File: src/rtl/uart_pkg.sv
// Shared constants for the UART transmit scheduler.
// State encodings, source ids and a one-hot helper.
package uart_pkg;

  localparam logic [1:0] IDLE = 2'd0;
  localparam logic [1:0] LOAD = 2'd1;
  localparam logic [1:0] SEND = 2'd2;

  localparam logic SRC0 = 1'b0;
  localparam logic SRC1 = 1'b1;

  function automatic logic [1:0] src_onehot(
    input logic id
  );
    return (id == SRC1) ? 2'b10 : 2'b01;
  endfunction

endpackage

File: src/rtl/uart_tx_sched_arb.sv
// Two-way round-robin picker for the transmit scheduler.
// A held lock pins the choice to the lock owner.
module uart_tx_sched_arb
  import uart_pkg::*;
(
  input  logic [1:0] vld,
  input  logic       ptr,
  input  logic       lock_vld,
  input  logic       lock_id,
  output logic       sel_vld,
  output logic       sel_id
);

  always_comb begin
    sel_vld = 1'b0;
    sel_id  = ptr;
    unique case (1'b1)
      lock_vld: begin
        sel_vld = vld[lock_id];
        sel_id  = lock_id;
      end
      !lock_vld && (vld == 2'b11): begin
        sel_vld = 1'b1;
        sel_id  = ptr;
      end
      !lock_vld && (vld == 2'b01): begin
        sel_vld = 1'b1;
        sel_id  = SRC0;
      end
      !lock_vld && (vld == 2'b10): begin
        sel_vld = 1'b1;
        sel_id  = SRC1;
      end
      default: ;
    endcase
  end

endmodule

File: src/rtl/uart_tx_sched.sv
// Two-source transmit scheduler feeding the UART transmitter.
// Packet-locked round robin, Busy handshake and pickup watchdog.
module uart_tx_sched
  import uart_pkg::*;
#(
  parameter int DATA_WIDTH  = 8,
  parameter int ACK_TIMEOUT = 64
) (
  input  logic                  TX_CLK,
  input  logic                  RST,
  input  logic                  REQ0_VLD,
  input  logic [DATA_WIDTH-1:0] REQ0_DATA,
  input  logic                  REQ0_LAST,
  output logic                  REQ0_RDY,
  input  logic                  REQ1_VLD,
  input  logic [DATA_WIDTH-1:0] REQ1_DATA,
  input  logic                  REQ1_LAST,
  output logic                  REQ1_RDY,
  input  logic                  Busy,
  output logic                  F_EMPTY,
  output logic [DATA_WIDTH-1:0] RD_DATA,
  output logic [1:0]            GNT,
  output logic                  TMO_ERR
);

  localparam int CW = $clog2(ACK_TIMEOUT);
  localparam logic [CW-1:0] CNT_LAST = CW'(ACK_TIMEOUT - 1);

  logic [1:0]            state;
  logic                  ptr;
  logic                  lock_vld;
  logic                  owner;
  logic                  last_q;
  logic                  tmo_q;
  logic [DATA_WIDTH-1:0] data_q;
  logic [CW-1:0]         cnt;

  logic                  sel_vld;
  logic                  sel_id;
  logic                  accept;
  logic [DATA_WIDTH-1:0] sel_data;
  logic                  sel_last;

  // While locked, owner doubles as the lock id.
  uart_tx_sched_arb u_arb (
    .vld      ({REQ1_VLD, REQ0_VLD}),
    .ptr      (ptr),
    .lock_vld (lock_vld),
    .lock_id  (owner),
    .sel_vld  (sel_vld),
    .sel_id   (sel_id)
  );

  assign accept   = (state == IDLE) && sel_vld;
  assign REQ0_RDY = accept && (sel_id == SRC0);
  assign REQ1_RDY = accept && (sel_id == SRC1);
  assign sel_data = (sel_id == SRC1) ? REQ1_DATA : REQ0_DATA;
  assign sel_last = (sel_id == SRC1) ? REQ1_LAST : REQ0_LAST;

  assign F_EMPTY = (state != LOAD);
  assign RD_DATA = data_q;
  assign TMO_ERR = tmo_q;
  assign GNT     = (lock_vld || (state != IDLE))
                   ? src_onehot(owner) : 2'b00;

  always_ff @(posedge TX_CLK or negedge RST) begin
    if (!RST) begin
      state    <= IDLE;
      ptr      <= SRC0;
      lock_vld <= 1'b0;
      owner    <= SRC0;
      last_q   <= 1'b0;
      tmo_q    <= 1'b0;
      data_q   <= '0;
      cnt      <= '0;
    end else begin
      tmo_q <= 1'b0;
      unique case (state)
        IDLE: begin
          if (accept) begin
            data_q <= sel_data;
            last_q <= sel_last;
            owner  <= sel_id;
            cnt    <= '0;
            state  <= LOAD;
            if (!sel_last) lock_vld <= 1'b1;
          end
        end
        LOAD: begin
          // Busy already high counts as pickup.
          if (Busy) begin
            state <= SEND;
            cnt   <= '0;
          end else if (cnt == CNT_LAST) begin
            state    <= IDLE;
            cnt      <= '0;
            tmo_q    <= 1'b1;
            lock_vld <= 1'b0;
            ptr      <= ~owner;
          end else begin
            cnt <= cnt + 1'b1;
          end
        end
        SEND: begin
          if (!Busy) begin
            state <= IDLE;
            if (last_q) begin
              lock_vld <= 1'b0;
              ptr      <= ~owner;
            end
          end
        end
        default: state <= IDLE;
      endcase
    end
  end

endmodule
File: config.mk
export PLATFORM = sky130hd
export DESIGN_NAME = uart_tx_sched
export DESIGN_NICKNAME = d
export VERILOG_FILES = /design/src/rtl/uart_pkg.sv /design/src/rtl/uart_tx_sched_arb.sv /design/src/rtl/uart_tx_sched.sv
export SDC_FILE = /design/constraint.sdc
export NUM_CORES = 1
export LEC_CHECK = 0
export BUFFER_PORTS_ARGS = -buffer_cell sky130_fd_sc_hd__buf_2
export CORE_UTILIZATION = 45
export DETAILED_ROUTE_END_ITERATION = 10
export GPL_ROUTABILITY_DRIVEN = 0
export PLACE_DENSITY_LB_ADDON = 0.3
export SYNTH_ARGS = -nofsm -noshare
export SYNTH_HDL_FRONTEND = slang
export SYNTH_SLANG_ARGS = --single-unit
File: constraint.sdc
create_clock -name TX_CLK -period 1.9 [get_ports TX_CLK]
set_clock_uncertainty 0.1 [all_clocks]
set_input_delay 0.19 -clock TX_CLK [delete_from_list [all_inputs] [get_ports TX_CLK]]
set_output_delay 0.19 -clock TX_CLK [all_outputs]
set_load 0.005 [all_outputs]
==> impl_metrics.ini <==
[status]
status = finished clean

[logic_synthesis]
ys_seq_area_share_pct = 44.8
syn_area_per_cell_um2 = 9.78
syn_area_mm2 = 0.00117
synth_area_leaders = dfrtp_1, mux2i_1, ha_1, nor2_1, a21oi_1
syn_inst = 120
yosysTopAreaCell = dfrtp_1
synth_nets = 148
netlist.area_leader.share_pct = 44.8
synth_seq_cells = 21
yosysUniqueCellTypes = 30
ys_warn_count = 0

[sta]
max_slew.worst_pin.slew_ps = 465
max-slew-margin-rel_pct = 69.0
finalCritPeriodShare_pct = 97.0
drv_slew = 0
rsz0062_at_grt = yes
setup_viol = 0
fmax_ghz = 0.542
whs_ps = 86.7
hold_viol_final = 0
min_period_ps = 1840

[clocking]
cts-htree-levels = 1
clock_path_buffers = 2
cts_tree = built
clock-sinks = 21
clock_latency_ps = 300
cts_root_buffer = clkbuf_4
cts_buffers = 3
clk_pin_slew_worst_paths_ps = 110

[die]
boundaryPins = 37
fp-row-count = 18
die_height_um = 53.1
dieWidth_um = 53.1
core_mm2 = 0.00248
die_area_mm2 = 0.00282
start_util_pct = 47.4

[power_and_ir_drop]
power.leakage_nw = 0.760
power_mw = 2.38
p_per_area_mw_per_mm2 = 1520
ir_drop_uv = 961

[drt]
drc = 0
wl_per_cell_um = 13.1
wl_mm = 2.65
wl_met2_mm = 1.30
wl_met1_mm = 1.17
dr.max_layer_used = met4
avgViaCountPerCell = 5.24
dr.pass1.iters = 4
drtAntennaViolNets = 0
via_count = 1059
drtIter0Drc = 26
dr_wl_met3_um = 147

[worst_setup_path]
crit_start = lock_vld
required_ps = 1610
cp.arrival_ps = 1550
crit_path_max_fanout = 4
endpoint_kind = output port
start_kind = flip-flop
r2r_start = ptr
worst-setup-path-type = flip-flop to output port

[worst_hold_path]
hold_path_class = input port to flip-flop
hold_start = REQ0_DATA[6]

[placed_design]
portBuffers = 36
dp.final_hpwl_mm = 1.95

[global_route]
grt_pass1_wl_mm = 4.21
grt_max_degree = 22
grt_pass1_vias = 990
grt_overflow = 0
grt_use_total_pct = 20.9
antenna_found_initial = 0

[finish]
fillers = 212
area_growth_pct = 33.6
nNetsFinal = 201
n_antenna_cell = 0
drive_above_1_share_pct = 39.0

[flow_run]
max-cap-violations = 0
==> flip-flops by register name, indices dropped and copies added, names as in the netlist <==
name,flops
RD_DATA,8
cnt,6
state,2
TMO_ERR,1
last_q,1
lock_vld,1
owner,1
ptr,1
==> synthesized netlist by cell type <==
library cell / n
dfrtp_1: 21
nor2_1: 16
mux2i_1: 11
a21oi_1: 10
o21ai_0: 9
inv_1: 7
nand2_1: 6
ha_1: 5
o31ai_1: 5
nand3_1: 4
a21boi_0: 3
buf_2: 3
and3_1: 2
nand2b_1: 2
a2111oi_4: 1
a211oi_2: 1
a21o_1: 1
a22o_1: 1
a22oi_1: 1
a31o_2: 1
and2_1: 1
mux2_2: 1
mux2_4: 1
nand3b_1: 1
nor2b_1: 1
nor3_1: 1
o2111ai_1: 1
o22ai_1: 1
or2_0: 1
or2_1: 1
==> cells by family (layout without fill, tap and decap cells) <==
group	Yosys count	in the layout	synth area share, %
and+or+nand+nor	36	36	14.1
AOI/OAI and AO/OA	35	35	20.7
DFF	21	21	44.8
muxes	13	13	11.6
buffers and inverters	10	62	3.52
adders and majority gates	5	5	5.33
==> layer usage <==
| layer | GRT usage (%) | vias to the layer above |
|---|---|---|
| met5 | 0 | - |
| met2 | 35.0 | 28 |
| met1 | 24.6 | 495 |
| met3 | 7.18 | 6 |
| li1 | - | 530 |
| met4 | 7.02 | 0 |
==> power breakdown <==
group	total, mW	switching [mW]	internal (mW)
Sequential	0.713	0.101	0.612
Clock	0.206	0.124	0.0818
Combinational	1.46	0.734	0.728
Total	2.38	0.959	1.42
==> critical path: stages, from the launching register on <==
cell and delay [ps]:
dfrtp_1 410, buf_4 160, nand2_1 90, o31ai_2 100
buf_6 140, nor3_2 200, buf_2 160
==> layout make-up <==
class                           instances  area [um^2]  share of cell area, %
Sequential cell                        21          526                   33.5
Clock buffer                            4         26.3                   1.68
Multi-Input combinational cell         89          647                   41.3
Inverter                                7         28.8                   1.84
Tap cell                               30         37.5                   2.39
Timing Repair Buffer                   51          303                   19.3
==> cells in the final DEF, fill, tap and decap left out, types with 3 or more instances in the layout <==
master / synthesis / layout
dfrtp_1: 21 / 21
ha_1: 5 / 3
mux2i_1: 11 / 10
nand2_1: 6 / 6
a21oi_1: 10 / 9
o21ai_0: 9 / 8
buf_4: 0 / 12
nand3_1: 4 / 4
o31ai_1: 5 / 4
clkbuf_4: 0 / 3
buf_2: 3 / 36
inv_1: 7 / 4
nor2_1: 16 / 16
==> path summary, 6_finish.rpt <==
| path | end | slack (ps) | cells after the start |
|---|---|---|---|
| max reg2reg | lock_vld | 60 | 5 |
| max | REQ0_RDY | 60 | 6 |
| min | RD_DATA[6] | 90 | 3 |
| max in group asynchronous | RD_DATA[0] | 1120 | 2 |
| min reg2reg | RD_DATA[6] | 440 | 2 |
| min in group asynchronous | ptr | 260 | 2 |
==> what timing repair did <==
action,in CTS,in global routing
pin swaps,1,3
hold buffers,1,0
resized for setup,6,9
hold endpoints to repair,21,0
endpoints found under the setup margin,2,9
setup buffers,4,2
==> per-stage QoR <==
| step | instance area [um^2] | setup TNS [ps] | std cells | setup slack (ps) | utilization, % |
|---|---|---|---|---|---|
| 2_1_floorplan | 1170 | 0 | 120 | 98.1 | - |
| 4_1_cts | 1520 | -26.2 | 200 | -15.1 | 61.3 |
| 3_5_place_dp | 1440 | 0 | 191 | 70.8 | 58.2 |
| 5_1_grt | 1570 | -43.7 | 202 | -33.8 | 63.3 |
| 6_report | 1570 | 0 | 202 | 56.2 | 63.3 |
| 3_3_place_gp | 1440 | 0 | 191 | 106 | 58.2 |
Power figures use the tool's default switching activity.
